==> src/rtl/line_cache_ctrl_pkg.sv <==
// line_cache_ctrl_pkg: shared constants, types and ring arithmetic for the GBA line-buffer scheduler
package line_cache_ctrl_pkg;
   localparam int LC_NUM_LINES   = 4;
   localparam int LC_BANK_W      = $clog2(LC_NUM_LINES);
   localparam int LC_PRIME_LINES = 2;
   localparam int GBA_LINES      = 160;
   typedef enum logic [1:0] {LC_SYNC, LC_PRIME, LC_RUN} lcState_t;
   typedef logic [LC_BANK_W-1:0] lcBank_t;
   typedef logic [LC_BANK_W:0]   lcFill_t;
   localparam lcFill_t    LC_FULL       = lcFill_t'(LC_NUM_LINES - 2);
   localparam lcFill_t    LC_PRIME_FILL = lcFill_t'(LC_PRIME_LINES);
   localparam lcFill_t    LC_TWO        = lcFill_t'(2);
   localparam logic [7:0] GBA_LAST      = 8'(GBA_LINES - 1);
   function automatic lcBank_t lc_bank_inc(input lcBank_t b);
      return (b == lcBank_t'(LC_NUM_LINES - 1)) ? '0 : b + lcBank_t'(1);
   endfunction
   function automatic lcBank_t lc_bank_dec(input lcBank_t b);
      return (b == '0) ? lcBank_t'(LC_NUM_LINES - 1) : b - lcBank_t'(1);
   endfunction
endpackage

==> src/rtl/lc_ring_ptr.sv <==
// lc_ring_ptr: modulo-LC_NUM_LINES bank pointer with increment and clear
//   clk_i  : clock
//   rst_ni : asynchronous active-low reset, pointer to bank 0
//   clr_i  : return to bank 0 next cycle (wins over inc_i)
//   inc_i  : advance one bank, wrapping at LC_NUM_LINES
//   ptr_o  : registered bank pointer
module lc_ring_ptr
   import line_cache_ctrl_pkg::*;
(
   input  logic                 clk_i,
   input  logic                 rst_ni,
   input  logic                 clr_i,
   input  logic                 inc_i,
   output logic [LC_BANK_W-1:0] ptr_o
);
   lcBank_t ptr_q, ptr_d;
   always_comb ptr_d = clr_i ? '0 : inc_i ? lc_bank_inc(ptr_q) : ptr_q;
   always_ff @(posedge clk_i or negedge rst_ni)
      if (!rst_ni) ptr_q <= '0;
      else ptr_q <= ptr_d;
   assign ptr_o = ptr_q;
endmodule

==> src/rtl/line_cache_ctrl.sv <==
// line_cache_ctrl: schedules the GBA line-buffer ring between capture (writer) and HDMI image gen (reader)
//   pxl_clk_i      : pixel clock
//   rst_n_i        : asynchronous active-low reset
//   new_frame_i    : GBA frame start level; rising edge resyncs the ring
//   wr_line_done_i : capture finished writing bank wr_bank_o
//   next_line_i    : image gen asks to advance one GBA line
//   cache_update_i : latch a new read window (end of visible line)
//   clr_flags_i    : clear sticky flags (and stats counters)
//   wr_bank_o      : bank capture writes into
//   rd_prev/cur/next_bank_o : banks of lines rd_line_o-1 / rd_line_o / rd_line_o+1, clamped at frame edges
//   rd_line_o      : GBA line shown in the current window
//   same_line_o    : advance not permitted, image gen must repeat the line
//   fill_o         : completed lines from the current read bank onward
//   ready_o        : ring primed for this frame
//   ovfl_o/undfl_o : sticky line-dropped / nextLine-refused
//   drop_cnt_o, repeat_cnt_o : saturating event counters, present only with LINE_CACHE_STATS_EN
module line_cache_ctrl
   import line_cache_ctrl_pkg::*;
(
   input  logic                 pxl_clk_i,
   input  logic                 rst_n_i,
   input  logic                 new_frame_i,
   input  logic                 wr_line_done_i,
   input  logic                 next_line_i,
   input  logic                 cache_update_i,
   input  logic                 clr_flags_i,
   output logic [LC_BANK_W-1:0] wr_bank_o,
   output logic [LC_BANK_W-1:0] rd_prev_bank_o,
   output logic [LC_BANK_W-1:0] rd_cur_bank_o,
   output logic [LC_BANK_W-1:0] rd_next_bank_o,
   output logic [7:0]           rd_line_o,
   output logic                 same_line_o,
   output logic [LC_BANK_W:0]   fill_o,
   output logic                 ready_o,
   output logic                 ovfl_o,
`ifdef LINE_CACHE_STATS_EN
   output logic                 undfl_o,
   output logic [15:0]          drop_cnt_o,
   output logic [15:0]          repeat_cnt_o
`else
   output logic                 undfl_o
`endif
);
   lcState_t   state_q, state_d;
   lcFill_t    fill_q, fill_d;
   logic [7:0] line_q, line_d, rd_line_q, rd_line_d;
   lcBank_t    wr_ptr, rd_ptr, rd_nxt, prev_q, prev_d, cur_q, cur_d, next_q, next_d;
   logic       nf_q, rise, can_adv, rd_acc, rd_ref, wr_req, full, wr_acc, wr_drop, win_ld;
   logic       same_q, same_d, ready_q, ready_d, ovfl_q, ovfl_d, undfl_q, undfl_d;

   lc_ring_ptr u_wr_ptr (.clk_i(pxl_clk_i), .rst_ni(rst_n_i), .clr_i(rise), .inc_i(wr_acc), .ptr_o(wr_ptr));
   lc_ring_ptr u_rd_ptr (.clk_i(pxl_clk_i), .rst_ni(rst_n_i), .clr_i(rise), .inc_i(rd_acc), .ptr_o(rd_ptr));

   // line_q tracks the line at rd_ptr; rd_line_q is the published copy that only moves with the window.
   // A read accepted in the same cycle frees the oldest bank, so a write that cycle is not a drop.
   always_comb begin
      rise      = new_frame_i & ~nf_q;
      can_adv   = (state_q == LC_RUN) && (fill_q >= LC_TWO || line_q == GBA_LAST);
      rd_acc    = next_line_i & can_adv & ~rise;
      rd_ref    = next_line_i & ~can_adv;
      wr_req    = wr_line_done_i & (state_q != LC_SYNC) & ~rise;
      full      = (fill_q == LC_FULL) & ~rd_acc;
      wr_acc    = wr_req & ~full;
      wr_drop   = wr_req & full;
      fill_d    = rise ? '0 : fill_q + lcFill_t'(wr_acc) - lcFill_t'(rd_acc && fill_q != '0);
      line_d    = rise ? '0 : !rd_acc ? line_q : (line_q == GBA_LAST) ? '0 : line_q + 8'd1;
      rd_nxt    = rd_acc ? lc_bank_inc(rd_ptr) : rd_ptr;
      state_d   = rise ? LC_PRIME : (state_q == LC_PRIME && fill_d >= LC_PRIME_FILL) ? LC_RUN : state_q;
      win_ld    = cache_update_i | (state_q == LC_PRIME && state_d == LC_RUN);
      cur_d     = rise ? '0 : win_ld ? rd_nxt : cur_q;
      prev_d    = rise ? '0 : !win_ld ? prev_q : (line_d == '0) ? rd_nxt : lc_bank_dec(rd_nxt);
      next_d    = rise ? '0 : !win_ld ? next_q : (line_d == GBA_LAST) ? rd_nxt : lc_bank_inc(rd_nxt);
      rd_line_d = rise ? '0 : win_ld ? line_d : rd_line_q;
      same_d    = !(state_d == LC_RUN && (fill_d >= LC_TWO || line_d == GBA_LAST));
      ready_d   = (state_q == LC_RUN) & ~rise;
      ovfl_d    = ~clr_flags_i & (ovfl_q | wr_drop);
      undfl_d   = ~clr_flags_i & (undfl_q | rd_ref);
   end

   always_ff @(posedge pxl_clk_i or negedge rst_n_i)
      if (!rst_n_i) begin
         state_q   <= LC_SYNC;
         nf_q      <= 1'b0;
         fill_q    <= '0;
         line_q    <= '0;
         rd_line_q <= '0;
         prev_q    <= '0;
         cur_q     <= '0;
         next_q    <= '0;
         same_q    <= 1'b1;
         ready_q   <= 1'b0;
         ovfl_q    <= 1'b0;
         undfl_q   <= 1'b0;
      end else begin
         state_q   <= state_d;
         nf_q      <= new_frame_i;
         fill_q    <= fill_d;
         line_q    <= line_d;
         rd_line_q <= rd_line_d;
         prev_q    <= prev_d;
         cur_q     <= cur_d;
         next_q    <= next_d;
         same_q    <= same_d;
         ready_q   <= ready_d;
         ovfl_q    <= ovfl_d;
         undfl_q   <= undfl_d;
      end

`ifdef LINE_CACHE_STATS_EN
   logic [15:0] drop_cnt_q, drop_cnt_d, repeat_cnt_q, repeat_cnt_d;
   always_comb begin
      drop_cnt_d   = clr_flags_i ? '0 : (wr_drop && drop_cnt_q != '1) ? drop_cnt_q + 16'd1 : drop_cnt_q;
      repeat_cnt_d = clr_flags_i ? '0 : (rd_ref && repeat_cnt_q != '1) ? repeat_cnt_q + 16'd1 : repeat_cnt_q;
   end
   always_ff @(posedge pxl_clk_i or negedge rst_n_i)
      if (!rst_n_i) begin
         drop_cnt_q   <= '0;
         repeat_cnt_q <= '0;
      end else begin
         drop_cnt_q   <= drop_cnt_d;
         repeat_cnt_q <= repeat_cnt_d;
      end
   assign drop_cnt_o   = drop_cnt_q;
   assign repeat_cnt_o = repeat_cnt_q;
`endif

   assign wr_bank_o      = wr_ptr;
   assign rd_prev_bank_o = prev_q;
   assign rd_cur_bank_o  = cur_q;
   assign rd_next_bank_o = next_q;
   assign rd_line_o      = rd_line_q;
   assign same_line_o    = same_q;
   assign fill_o         = fill_q;
   assign ready_o        = ready_q;
   assign ovfl_o         = ovfl_q;
   assign undfl_o        = undfl_q;
endmodule

==> config.mk <==
export PLATFORM = sky130hd
export DESIGN_NAME = line_cache_ctrl
export DESIGN_NICKNAME = d
export VERILOG_FILES = /design/src/rtl/line_cache_ctrl_pkg.sv /design/src/rtl/lc_ring_ptr.sv /design/src/rtl/line_cache_ctrl.sv
export SDC_FILE = /design/constraint.sdc
export NUM_CORES = 1
export LEC_CHECK = 0
export ABC_AREA = 1
export BUFFER_PORTS_ARGS = -buffer_cell sky130_fd_sc_hd__buf_2
export CAP_MARGIN = 20
export CELL_PAD_IN_SITES_DETAIL_PLACEMENT = 2
export CELL_PAD_IN_SITES_GLOBAL_PLACEMENT = 2
export CORE_ASPECT_RATIO = 0.9
export CORE_MARGIN = 2
export CORE_UTILIZATION = 35
export DETAILED_ROUTE_END_ITERATION = 6
export GPL_TIMING_DRIVEN = 0
export PLACE_DENSITY = 0.85
export SETUP_SLACK_MARGIN = 0.3
export SYNTH_ARGS = -nofsm -noshare
export SYNTH_HDL_FRONTEND = slang
export SYNTH_SLANG_ARGS = --single-unit
==> constraint.sdc <==
create_clock -name pxl_clk_i -period 5.7 [get_ports pxl_clk_i]
set_input_delay 0.285 -clock pxl_clk_i [delete_from_list [all_inputs] [get_ports pxl_clk_i]]
set_output_delay 0.285 -clock pxl_clk_i [all_outputs]
set_load 0.01 [all_outputs]
Yosys cells after proc, flatten, opt, wreduce, memory -nomap -nowiden. Index checks and enable logic that the tools add are counted.

Bits in registers: 36. Bits in latches: 0. Memory bits (writable): 0. Memory bits (read-only): 0. Input bits: 7. Output and inout port bits: 23. Memories kept: 0.

Add/sub/neg operators: 7. $mul: 0. Div/mod/pow operators: 0. Magnitude comparators: 2. Equal/unequal tests: 9. Shift operators: 0. Mux-type cells: 24. Bitwise logic cells: 21. Reductions and logical operators: 14.

Operators with widths (number): two-way mux 8 bit (5); two-way mux 2 bit (18); == test 8 bit (second input constant) (2); bitwise AND 1 bit (12); == test 2 bit (second input constant) (5); adder 8 x 1 -> 8 bit (second input constant) (1); logical NOT 8 bit (1); adder 2 x 1 -> 2 bit (second input constant) (3); >= comparator 3 x 2 -> 1 bit (second input constant) (2); inverter 1 bit (6); nonzero test 2 bit (3); logical AND 1 bit (5); adder 3 x 1 -> 3 bit (1); == test 3 x 2 -> 1 bit (second input constant) (1); two-way mux 3 bit (1); bitwise OR 1 bit (3); nonzero test 3 bit (1); subtractor 3 x 1 -> 3 bit (1); == test 2 x 1 -> 1 bit (second input constant) (1); logical NOT 2 bit (1); logical OR 1 bit (2); subtractor 2 x 1 -> 2 bit (second input constant) (1); logical NOT 1 bit (1).

Longest topological paths before layout. Gate-level depths: netlist of the first run.

Word-level depth: 21. Gate-level depth with buffers: 24. Depth with buffers taken out: 24.

By module. From an unflattened synthesis of the first run, not the netlist that was laid out.

Cells, all modules: 253. Area, all modules: 2057.0 sq um.

By module, submodules not included: line_cache_ctrl (instances 1, cells each 229, area each 1854.3 sq um); lc_ring_ptr (instances 2, cells each 12, area each 101.3 sq um).

Least setup slack after synthesis of the first run. OpenSTA, ideal clock, no wires.

Kind: register to register. Start point: reg fill_q[1] (netlist: fill_o[1]). End point: reg prev_q[0] (netlist: rd_prev_bank_o[0]). Setup time: 0.068 ns. Arrival: 3.343 ns. Slack: 2.289 ns. Cell stages (with the launch flop): 23. Buffers on the path: 0. Cells stage by stage: dfrtp_1 -> inv_1 -> ha_1 -> inv_1 -> a21oi_1 -> nand2_4 -> nand3_4 -> nor2_4 -> inv_1 -> nand2_1 -> nand2_1 -> ha_1 -> inv_1 -> ha_1 -> fa_1 -> inv_1 -> o21ai_0 -> nand3_1 -> nand2_1 -> nor2_1 -> nor2_1 -> nand4_1 -> nand3_1.

Cells in the longest elaborated chain, start to end: 20.

Ends and longest elaborated chain: start: declaration (RTL line line_cache_ctrl.sv:45) `lcFill_t fill_q, fill_d;`; start signal: assignment (RTL line line_cache_ctrl.sv:97) `fill_q <= fill_d;`; >= comparator 3 x 2 -> 1 bit (RTL line line_cache_ctrl.sv:58) `can_adv = (state_q == LC_RUN) && (fill_q >= LC_TWO || line_q == GBA_LAST);`; logical OR 1 bit (RTL line line_cache_ctrl.sv:58); logical AND 1 bit (RTL line line_cache_ctrl.sv:58); bitwise AND 1 bit (2 in series) (RTL line line_cache_ctrl.sv:59) `rd_acc = next_line_i & can_adv & ~rise;`; inverter 1 bit (RTL line line_cache_ctrl.sv:62) `full = (fill_q == LC_FULL) & ~rd_acc;`; bitwise AND 1 bit (RTL line line_cache_ctrl.sv:62); inverter 1 bit (RTL line line_cache_ctrl.sv:63) `wr_acc = wr_req & ~full;`; bitwise AND 1 bit (RTL line line_cache_ctrl.sv:63); [... 2 more ...]; two-way mux 3 bit (RTL line line_cache_ctrl.sv:65) `fill_d = rise ? '0 : fill_q + lcFill_t'(wr_acc) - lcFill_t'(rd_acc && fill_q != '0);`; >= comparator 3 x 2 -> 1 bit (RTL line line_cache_ctrl.sv:68) `state_d = rise ? LC_PRIME : (state_q == LC_PRIME && fill_d >= LC_PRIME_FILL) ? LC_RUN : state_q;`; logical AND 1 bit (RTL line line_cache_ctrl.sv:68); two-way mux 2 bit (2 in series) (RTL line line_cache_ctrl.sv:68); == test 2 bit (RTL line line_cache_ctrl.sv:69) `win_ld = cache_update_i | (state_q == LC_PRIME && state_d == LC_RUN);`; logical AND 1 bit (RTL line line_cache_ctrl.sv:69); bitwise OR 1 bit (RTL line line_cache_ctrl.sv:69); nonzero test 2 bit (no source line); end signal: assignment (RTL line line_cache_ctrl.sv:100) `prev_q <= prev_d;`; end: declaration (RTL line line_cache_ctrl.sv:47) `lcBank_t wr_ptr, rd_ptr, rd_nxt, prev_q, prev_d, cur_q, cur_d, next_q, next_d;`.

Several ways; a longest one is shown, not always the timed one. The select of a mux whose other input is x is not followed. A chain may end at the register's enable or synchronous reset.

Final worst setup path of the first run.
Start point: reg line_q[0]. End point: reg rd_line_q[7] (netlist: rd_line_o[7]).

Cells in the longest elaborated chain, start to end: 20.

Ends and longest elaborated chain: start: declaration (RTL line line_cache_ctrl.sv:46) `logic [7:0] line_q, line_d, rd_line_q, rd_line_d;`; start signal: assignment (RTL line line_cache_ctrl.sv:98) `line_q <= line_d;`; == test 8 bit (RTL line line_cache_ctrl.sv:58, line_cache_ctrl.sv:66); logical OR 1 bit (RTL line line_cache_ctrl.sv:58); logical AND 1 bit (RTL line line_cache_ctrl.sv:58); bitwise AND 1 bit (2 in series) (RTL line line_cache_ctrl.sv:59); inverter 1 bit (RTL line line_cache_ctrl.sv:62); bitwise AND 1 bit (RTL line line_cache_ctrl.sv:62); inverter 1 bit (RTL line line_cache_ctrl.sv:63); bitwise AND 1 bit (RTL line line_cache_ctrl.sv:63); [... 2 more ...]; two-way mux 3 bit (RTL line line_cache_ctrl.sv:65); >= comparator 3 x 2 -> 1 bit (RTL line line_cache_ctrl.sv:68); logical AND 1 bit (RTL line line_cache_ctrl.sv:68); two-way mux 2 bit (2 in series) (RTL line line_cache_ctrl.sv:68); == test 2 bit (RTL line line_cache_ctrl.sv:69); logical AND 1 bit (RTL line line_cache_ctrl.sv:69); bitwise OR 1 bit (RTL line line_cache_ctrl.sv:69); nonzero test 2 bit (no source line); end signal: assignment (RTL line line_cache_ctrl.sv:99) `rd_line_q <= rd_line_d;`; end: declaration (RTL line line_cache_ctrl.sv:46).

Several ways; a longest one is shown, not always the timed one. The select of a mux whose other input is x is not followed.

==> results of run 1 <==
==> power breakdown <==
group	internal, uW	switching [uW]	total, uW
combinational	188	354	542
sequential	345	66.9	412
clock	83.1	90.6	174
==> worst reg2reg max path, stage by stage (launching register included) <==
cell     delay, ns
dfrtp_1       0.40
ha_1          0.23
nand3_1       0.11
inv_2         0.10
nand2_2       0.13
nand2_4       0.12
nand3_4       0.15
nor2_4        0.20
inv_1         0.11
nand2_1       0.09
nand2_1       0.13
ha_1          0.31
inv_1         0.04
ha_1          0.19
fa_1          0.36
inv_1         0.10
nand2_1       0.08
nand3_1       0.11
o21ai_0       0.13
nand3_1       0.14
nand2_1       0.08
nor2_1        0.29
buf_2         0.30
nand2_1       0.09
o31ai_1       0.08
==> cells in the final DEF (no fill, tap or decap), drive strengths merged, types with 6 or more instances in the layout <==
cell     n
nand2   64
inv     37
dfrtp   35
buf     32
nand3   32
nor2    27
o21ai   11
clkbuf   7
a21oi    6
nand4    6
ha       6
==> state kept, by name, indices dropped and copies added (netlist names), 2 cells and up <==
register,flops
u_rd_ptr.ptr_o,2
rd_next_bank_o,2
rd_line_o,8
fill_o,3
line_q,8
state_q,2
u_wr_ptr.ptr_o,2
rd_prev_bank_o,2
rd_cur_bank_o,2
==> metal layers <==
metal  up-vias  part of all wire
li1        833                 -
met1       871              0.44
met2        15              0.52
met3         6             0.021
met4         0             0.011
met5         -                 0
==> area by class of cell <==
class	count	area, um2
Tap cell	67	83.8
Clock buffer	6	72.6
Sequential cell	36	902
Clock inverter	1	5.00
Timing Repair Buffer	29	145
Buffer	4	17.5
Multi-Input combinational cell	163	882
Inverter	38	143
Fill cell	639	3070
==> how the worst min path moves through the flow <==
stage,endpoint,startpoint,slack (ns),cells after the start
5_1_grt,nf_q,new_frame_i,0.12,1
2_1_floorplan,fill_o[0],rst_n_i,-0.01,0
4_1_cts,ready_o,rst_n_i,0.12,1
6_report,ready_o,rst_n_i,0.08,1
3_3_place_gp,nf_q,new_frame_i,0.41,1
3_5_place_dp,nf_q,new_frame_i,0.43,1
==> synth_stat cells (all sizes together), types with 2 or more instances <==
library cell / count
a21oi: 6
o31ai: 2
dfrtp: 35
buf: 3
ha: 6
nand2: 64
inv: 37
nor2: 27
nand4: 6
nand3: 32
o21ai: 11
xor2: 2
==> logic make-up after synthesis <==
kind of cell | Yosys count | synth area share
AND/OR/NAND/NOR | 133 | 0.331
AO/OA/AOI/OAI | 20 | 0.0598
XOR/XNOR | 3 | 0.0135
adder cells (fa/ha/maj) | 7 | 0.0489
buffers and inverters | 42 | 0.0824
flip-flops | 36 | 0.464
==> metrics by stage <==
| step | power [uW] | cells | util | worst slack [ns] |
|---|---|---|---|---|
| floorplan | 763 | 241 | - | 2.29 |
| global placement | 906 | 337 | 0.409 | 1.74 |
| detailed placement | 947 | 337 | 0.409 | 1.53 |
| CTS | 1140 | 344 | 0.423 | 1.49 |
| global route | 1230 | 344 | 0.423 | 1.13 |
| finish | 1130 | 344 | 0.423 | 1.53 |
==> results.tsv, run 1 <==
metric	value	unit
run status	completed	
Final Slew Violations	0	
worst r2r path cells	24	
CTS Hold Buffers Added	0	
fraction of post-synthesis cell area in the top cell type by area	0.450	
layer with the highest usage	met2	
effective utilization at floorplan	0.366	
number of clock sinks seen by CTS	36	
cell accounting for the most synthesized area	dfrtp_1	
headroom to the max-slew limit	0.449	
Worst setup SP type	register	
number of different library cells in the post-synthesis netlist	31	
share of flip-flops with an asynchronous set or reset	1.00	
post-CTS setup buffer count	0	
Post-synth EDFFs	0	
highest fanout seen on the critical path	10	
I/O pins	30	
post-route cell area	2250	um2
area post-placement	2170	um2
drt total wl	5770	um
worst path required time	5.89	ns
final RePlAce weighted congestion	0.748	
via count	1725	
dominant delay contributor by cell family on the critical path	simple AND/OR/NAND/NOR gates	
Crit. Startpoint	line_q[0]	
register-to-register setup slack	1.53	ns
CP peak stage delay	0.40	ns
clock tree from TritonCTS	yes	
global route overflow	0	
first-pass GRT wire length	9580	um
post-detailed-placement half-perimeter wirelength	4180	um
cell repeated most along the worst path	nand2_1	
final-layout setup total negative slack	0	ns
areal power density over the cells	501	nW/um2
GRT Resource Usage Total	0.210	
CP cell instances	ha_1 -> nand3_1 -> inv_2 -> nand2_2 -> nand2_4 -> nand3_4 -> nor2_4 -> inv_1 -> nand2_1 -> nand2_1 -> ha_1 -> inv_1 -> ha_1 -> fa_1 -> inv_1 -> nand2_1 -> nand3_1 -> o21ai_0 -> nand3_1 -> nand2_1 -> nor2_1 -> buf_2 -> nand2_1 -> o31ai_1	
routing usage on met1	0.262	
worst reg2reg path endpoint	rd_line_o[7]	
area of the die	6170	um2
Worst-path clk slew	0.07	ns
# resized after CTS	0	
initial detailed-routing violation count	88	
number of H-tree levels	2	
post-synthesis to final-layout area growth	15.8	%
Top FF cell, synth	dfrtp_1	
vertical extent of the die	74.7	um
Worst Hold Slack	0.0839	ns
Port Buffer Count	29	
worst path buffer plus inverter count	5	
worst hold-check path type	primary input to async pin	
total CTS buffers	5	
remaining routing DRC violations	0	
share of synthesized area occupied by flip-flops and latches	0.464	
Max clock buf depth	2	
largest net degree at the start of global routing	37	
capture point of the worst path	rd_line_o[7]	
static leakage	0.00121	uW
Worst-Margin Slew	0.826	ns
RSZ-0062 raised after global routing	no	
wire length per cell after detailed routing	16.8	um
Worst path depth	24	
Slowest cell on crit path	dfrtp_1	
met2 capacity usage during global routing	0.372	
Max Clk Rate	0.240	GHz
number of violations of the max-capacitance limit	0	
detailed-routing iteration count for the pre-antenna-repair pass	4	
Global Route met3 Usage	0.0408	
Std-Cell Rows	25	
post-synthesis net count	255	
via density per instance	5.01	
fraction of layout instances using a drive strength above 1	0.231	
via count of the first global-routing pass	1935	
horizontal die dimension	82.6	um
worst clock skew on the final layout	0.00618	ns
IR Drop Worst-Case VDD	0.202	mV
final critical-path share of the clock period	0.732	
number of antenna violations at the first check in global routing	0	
synthesized netlist cell count	241	
Data arrival, critical path	4.36	ns
Final setup viols	0	
ant diodes	0	
Antenna Nets Post-Route	0	
count of yosys warnings during synthesis	0	
number of nets in the layout	291	
largest cells by area after synthesis	dfrtp_1 (45%), nand2_1 (11%), nand3_1 (7.2%), inv_1 (6.0%), nor2_1 (4.1%)	
Post-Syn Area	1940	um2
post-layout min period	4.17	ns
number of hold-slack violations in the final timing report	0	
Clock Latency Late Sink	0.29	ns
Crit Reg-Reg Startpoint	line_q[0]	
Mapped Avg Cell Area	8.07	um2
Critical Path End Type	register	
number of synthesized register bits	36	
crit path kind	register to register	
clock root buffer	clkbuf_8	
core footprint	5320	um2
Power figures use the tool's default switching activity.
==> run 2, diff against run 1 <==
Settings changed: CORE_UTILIZATION 35 to 30, PLACE_DENSITY 0.85 to 0.78.
Clock period 5.7 ns to 3.8 ns, I/O delays scaled along.
==> results.tsv, run 2 (synthesis results as in run 1) <==
metric	value	unit	change
Data arrival, critical path	3.61	ns	-0.75 ns
Global Route met3 Usage	0.0308		-0.00993
Worst Hold Slack	0.00719	ns	-0.0767 ns
total CTS buffers	5		unchanged
Worst-Margin Slew	0.870	ns	+0.0437 ns
final-layout setup total negative slack	0	ns	unchanged
Max Clk Rate	0.292	GHz	+22%
area of the die	7140	um2	+16%
drt total wl	6290	um	+9.0%
CP peak stage delay	0.52	ns	+0.12 ns
overall power after layout	1850	uW	+64%
Std-Cell Rows	27		+8.0%
first-pass GRT wire length	9720	um	+1.4%
layer with the highest usage	met2		
GRT Resource Usage Total	0.181		-0.0288
number of antenna violations at the first check in global routing	0		unchanged
detailed-routing iteration count for the pre-antenna-repair pass	4		unchanged
fraction of layout instances using a drive strength above 1	0.331		+0.100
net switching power of the design	821	uW	+61%
Critical Path End Type	register		
I/O pins	30		unchanged
switching part of the total power	0.444		-0.00969
initial detailed-routing violation count	36		-59%
Port Buffer Count	29		unchanged
Clock Latency Late Sink	0.29	ns	about the same
areal power density over the cells	739	nW/um2	+48%
clock tree from TritonCTS	yes		
remaining routing DRC violations	0		unchanged
number of H-tree levels	2		unchanged
Antenna Nets Post-Route	0		unchanged
Worst setup SP type	register		
via density per instance	4.70		-6.3%
post-synthesis to final-layout area growth	28.7	%	
post-layout min period	3.42	ns	-0.750 ns
final RePlAce weighted congestion	0.723		-3.3%
IR Drop Worst-Case VDD	0.266	mV	+31%
clock root buffer	clkbuf_8		
routing usage on met1	0.228		-0.0340
crit path kind	register to register		
Max clock buf depth	2		unchanged
post-detailed-placement half-perimeter wirelength	3910	um	-6.6%
global route overflow	0		unchanged
highest fanout seen on the critical path	7		-3
Worst-path clk slew	0.08	ns	about the same
CP cell instances	nand2_2 -> nor2_2 -> nand2_4 -> nand2_4 -> nand3_4 -> nor2_4 -> inv_2 -> nand2_4 -> nand2_4 -> ha_1 -> inv_1 -> ha_1 -> fa_2 -> inv_1 -> o21ai_2 -> nand3_2 -> nand2_2 -> nor2_4 -> buf_4 -> a22o_1		
worst clock skew on the final layout	0.00627	ns	+0.0000946 ns
number of nets in the layout	309		+6.2%
run status	completed		
Final Slew Violations	0		unchanged
Final setup viols	0		unchanged
worst path buffer plus inverter count	4		-1
wire length per cell after detailed routing	16.4	um	-2.1%
static leakage	0.00134	uW	+10%
number of violations of the max-capacitance limit	0		unchanged
effective utilization at floorplan	0.315		-0.0511
horizontal die dimension	88.9	um	+7.6%
number of hold-slack violations in the final timing report	0		unchanged
met2 capacity usage during global routing	0.315		-0.0569
final critical-path share of the clock period	0.900		+0.168
via count	1799		+4.3%
worst hold-check path type	primary input to async pin		
number of clock sinks seen by CTS	36		unchanged
utilization after layout	0.405		-0.0185
RSZ-0062 raised after global routing	no		
worst path required time	3.98	ns	-1.91 ns
ant diodes	0		unchanged
dominant delay contributor by cell family on the critical path	simple AND/OR/NAND/NOR gates		
core footprint	6180	um2	+16%
via count of the first global-routing pass	1928		-0.36%
internal power consumption	1030	uW	+67%
Slowest cell on crit path	fa_2		
combinational share of power	0.524		+0.044
headroom to the max-slew limit	0.420		-0.0291
clock share of power	0.149		-0.005
vertical extent of the die	80.4	um	+7.6%
share of power burned in registers	0.328		-0.038
most common library cell in the layout ignoring fill and taps	nand2_1		
most frequent cells in the layout	nand2_1 (54), dfrtp_1 (35), buf_2 (30), inv_1 (28), nand3_1 (26)		
largest net degree at the start of global routing	37		unchanged
cell repeated most along the worst path	nand2_4		
==> run 2: what timing repair did <==
item | in CTS | in global routing
hold buffers | 1 | 0
pin swaps | 3 | 7
endpoints found under the hold margin | 1 | 0
gates resized for setup | 22 | 10
setup buffers | 7 | 8
endpoints found under the setup margin | 17 | 16
cloned | 2 | 0
==> run 2: routing by layer <==
layer  vias to the layer above  routed length [um]  share of wire
met1                       895                2690           0.43
met3                        10                 123          0.020
met2                        21                3360           0.53
met5                         -                   0              0
li1                        873                   -              -
met4                         0                 111          0.018
==> run 2: per-stage QoR <==
stage / instance area [um2] / cells / worst slack (ns)
after CTS: 2410 / 375 / 0.307
final: 2500 / 383 / 0.379
after global routing: 2500 / 383 / 0.188
after detailed placement: 2200 / 357 / -0.291
after floorplan: 1940 / 241 / 0.389
after global placement: 2200 / 357 / -0.179
==> run 2: path summary, 6_finish.rpt <==
kind                                    from           endpoint  slack, ns  cells past startpoint
max                                line_q[4]   rd_cur_bank_o[0]       0.38                     20
min                                  rst_n_i            ready_o      0.007                      1
max reg2reg                        line_q[4]   rd_cur_bank_o[0]       0.38                     20
min reg2reg                rd_prev_bank_o[1]  rd_prev_bank_o[1]       0.48                      2
max in group asynchronous            rst_n_i  u_wr_ptr.ptr_o[1]       3.25                      1
min in group pxl_clk_i           clr_flags_i             ovfl_o       0.07                      2
==> run 2: layout make-up <==
| cell class | count | area [um2] |
|---|---|---|
| sequential | 36 | 902 |
| tap | 87 | 109 |
| inverter | 38 | 143 |
| fill | 721 | 3680 |
| clock buffer | 7 | 76.3 |
| buffer | 4 | 32.5 |
| timing repair buffer | 47 | 290 |
| clock inverter | 1 | 5.00 |
| multi-input combinational | 163 | 945 |
==> run 2: power groups by stage <==
stage	sequential [uW]	combinational, uW	clock (uW)
6_report	607	969	275
5_1_grt	627	1090	297
4_1_cts	606	873	284
3_5_place_dp	618	784	0
3_3_place_gp	612	749	0
2_1_floorplan	648	496	0
==> run 3, diff against run 2 <==
Settings changed: CORE_ASPECT_RATIO 0.9 to 0.75, CORE_MARGIN 2 to 1.5.
==> results.tsv, run 3 (synthesis results as in run 1) <==
metric	value	unit	change
Critical Path End Type	register		
area of the multi-input gates	956	um2	+1.2%
remaining routing DRC violations	0		unchanged
horizontal die dimension	96.0	um	+8.0%
largest net degree at the start of global routing	37		unchanged
worst reg2reg path endpoint	rd_line_o[2]		
final-layout setup total negative slack	0	ns	unchanged
overall power after layout	1950	uW	+5.5%
fraction of layout instances using a drive strength above 1	0.348		+0.0170
effective utilization at floorplan	0.309		-0.00526
Max clock buf depth	2		unchanged
sequential cell area	903	um2	+0.14%
I/O pins	30		unchanged
routing usage on met1	0.231		+0.00286
run status	finished with violations		
internal power consumption	1090	uW	+5.8%
area of the die	6980	um2	-2.3%
clock share of power	0.177		+0.028
Std-Cell Rows	25		-7.4%
area post-placement	2190	um2	-0.34%
failing checks	hold timing		
share of power burned in registers	0.319		-0.009
total CTS buffers	5		unchanged
switching part of the total power	0.442		-0.00146
clock tree from TritonCTS	yes		
static leakage	0.00133	uW	-0.76%
Global Route met3 Usage	0.0448		+0.0140
IR Drop Worst-Case VDD	0.264	mV	-0.51%
number of violations of the max-capacitance limit	0		unchanged
Data arrival, critical path	3.62	ns	about the same
number of clock sinks seen by CTS	36		unchanged
via count	1834		+1.9%
number of nets in the layout	306		-0.97%
worst hold-check path type	primary input to async pin		
worst path required time	4.01	ns	+0.03 ns
post-detailed-placement half-perimeter wirelength	4020	um	+2.8%
Final Slew Violations	0		unchanged
areal power density over the cells	779	nW/um2	+5.4%
most frequent cells in the layout	nand2_1 (54), dfrtp_1 (34), buf_2 (30), inv_1 (28), nand3_1 (25)		
headroom to the max-slew limit	0.429		+0.00876
GRT Resource Usage Total	0.186		+0.00496
register-to-register setup slack	0.39	ns	about the same
met2 capacity usage during global routing	0.325		+0.00980
via density per instance	4.90		+4.4%
number of antenna violations at the first check in global routing	0		unchanged
Antenna Nets Post-Route	0		unchanged
number of hold-slack violations in the final timing report	11		+11
crit path kind	register to register		
most common library cell in the layout ignoring fill and taps	nand2_1		
number of inserted filler cells in the final layout	721		unchanged
Slowest cell on crit path	dfrtp_1		
post-route cell area	2500	um2	about the same
RSZ-0062 raised after global routing	no		
final critical-path share of the clock period	0.898		-0.00180
Worst-Margin Slew	0.857	ns	-0.0131 ns
via count of the first global-routing pass	1950		+1.1%
initial detailed-routing violation count	46		+28%
worst r2r path cells	24		+20%
net switching power of the design	863	uW	+5.2%
drt total wl	6680	um	+6.2%
Clock Latency Late Sink	0.30	ns	about the same
worst clock skew on the final layout	0.00869	ns	+0.00242 ns
Worst setup SP type	register		
Worst-path clk slew	0.08	ns	about the same
Crit Reg-Reg Startpoint	line_q[0]		
core footprint	6290	um2	+1.7%
global route overflow	0		unchanged
Final setup viols	0		unchanged
post-synthesis to final-layout area growth	28.8	%	about the same
Max Clk Rate	0.293	GHz	+0.20%
vertical extent of the die	72.7	um	-9.5%
CP peak stage delay	0.41	ns	-0.11 ns
number of H-tree levels	2		unchanged
CP cell instances	ha_4 -> nand3_1 -> inv_2 -> nand2_4 -> nand2_4 -> nand3_4 -> nor2_4 -> inv_2 -> nand2_2 -> nand2_2 -> ha_1 -> inv_2 -> ha_2 -> fa_2 -> inv_1 -> or2_2 -> nand3_2 -> o21ai_2 -> nand3_2 -> nand2_2 -> nor2_4 -> buf_4 -> nand2_1 -> o21ai_0		
detailed-routing iteration count for the pre-antenna-repair pass	4		unchanged
final RePlAce weighted congestion	0.701		-3.1%
first-pass GRT wire length	9690	um	-0.29%
clock root buffer	clkbuf_8		
combinational share of power	0.504		-0.020
highest fanout seen on the critical path	6		-1
Worst Hold Slack	-0.00576	ns	-0.0129 ns
utilization after layout	0.398		-0.00637
post-layout min period	3.41	ns	-0.00684 ns
layer with the highest usage	met2		
wire length per cell after detailed routing	17.9	um	+8.7%
ant diodes	0		unchanged
Port Buffer Count	29		unchanged
[run 3: cell types whose count changed in the layout (fill, tap and decap cells not counted), sizes merged]
cell         previous run  this run
buf                    49        47
clkinvlp                0         1
clkbuf                  8         6
bufinv                  0         1
dlygate4sd3             1         0
[run 3: worst max path at each step]
stage                          from                 to
after floorplan           fill_o[1]  rd_prev_bank_o[0]
after global placement    line_q[0]  rd_prev_bank_o[0]
after detailed placement  line_q[0]  rd_prev_bank_o[0]
after CTS                 line_q[1]       rd_line_o[7]
after global routing      line_q[0]       rd_line_o[2]
final                     line_q[0]       rd_line_o[2]
[run 3: power groups by stage]
stage          Sequential [uW]  Clock [uW]  Combinational (uW)
5_1_grt                    643         363                1090
3_3_place_gp               611           0                 752
4_1_cts                    614         352                 865
2_1_floorplan              648           0                 496
6_report                   622         346                 984
3_5_place_dp               619           0                 795
[run 3: critical path: cells and delay by family, from the launching register on]
family	cells	cell delay [ns]
DFF	1	0.41
buffers and inverters	5	0.47
adders and majority gates	4	0.83
and+or+nand+nor	13	1.45
AOI/OAI and AO/OA	2	0.15
[run 3: per-layer routing]
| metal | part of all wire | vias to the layer above |
|---|---|---|
| li1 | - | 872 |
| met1 | 0.44 | 924 |
| met2 | 0.52 | 29 |
| met3 | 0.024 | 9 |
| met4 | 0.013 | 0 |
| met5 | 0 | - |
[run 3: metrics by stage]
step                worst slack, ns  cells
floorplan                     0.389    241
global placement             -0.202    351
detailed placement           -0.387    351
CTS                           0.304    364
global route                  0.146    374
finish                        0.386    374
[run 3: cell type report]
type | count | share of cell area
Sequential cell | 36 | 0.361
Buffer | 4 | 0.0130
Tap cell | 81 | 0.0405
Timing Repair Buffer | 44 | 0.103
Inverter | 38 | 0.0569
Clock inverter | 3 | 0.0170
Multi-Input combinational cell | 163 | 0.382
Clock buffer | 5 | 0.0275
[run 3: repair_timing]
item,CTS,global route
buffers inserted,5,9
cloned,0,1
pin swaps,2,7
hold buffers,0,0
resized for setup,15,17
setup endpoints to repair,17,16
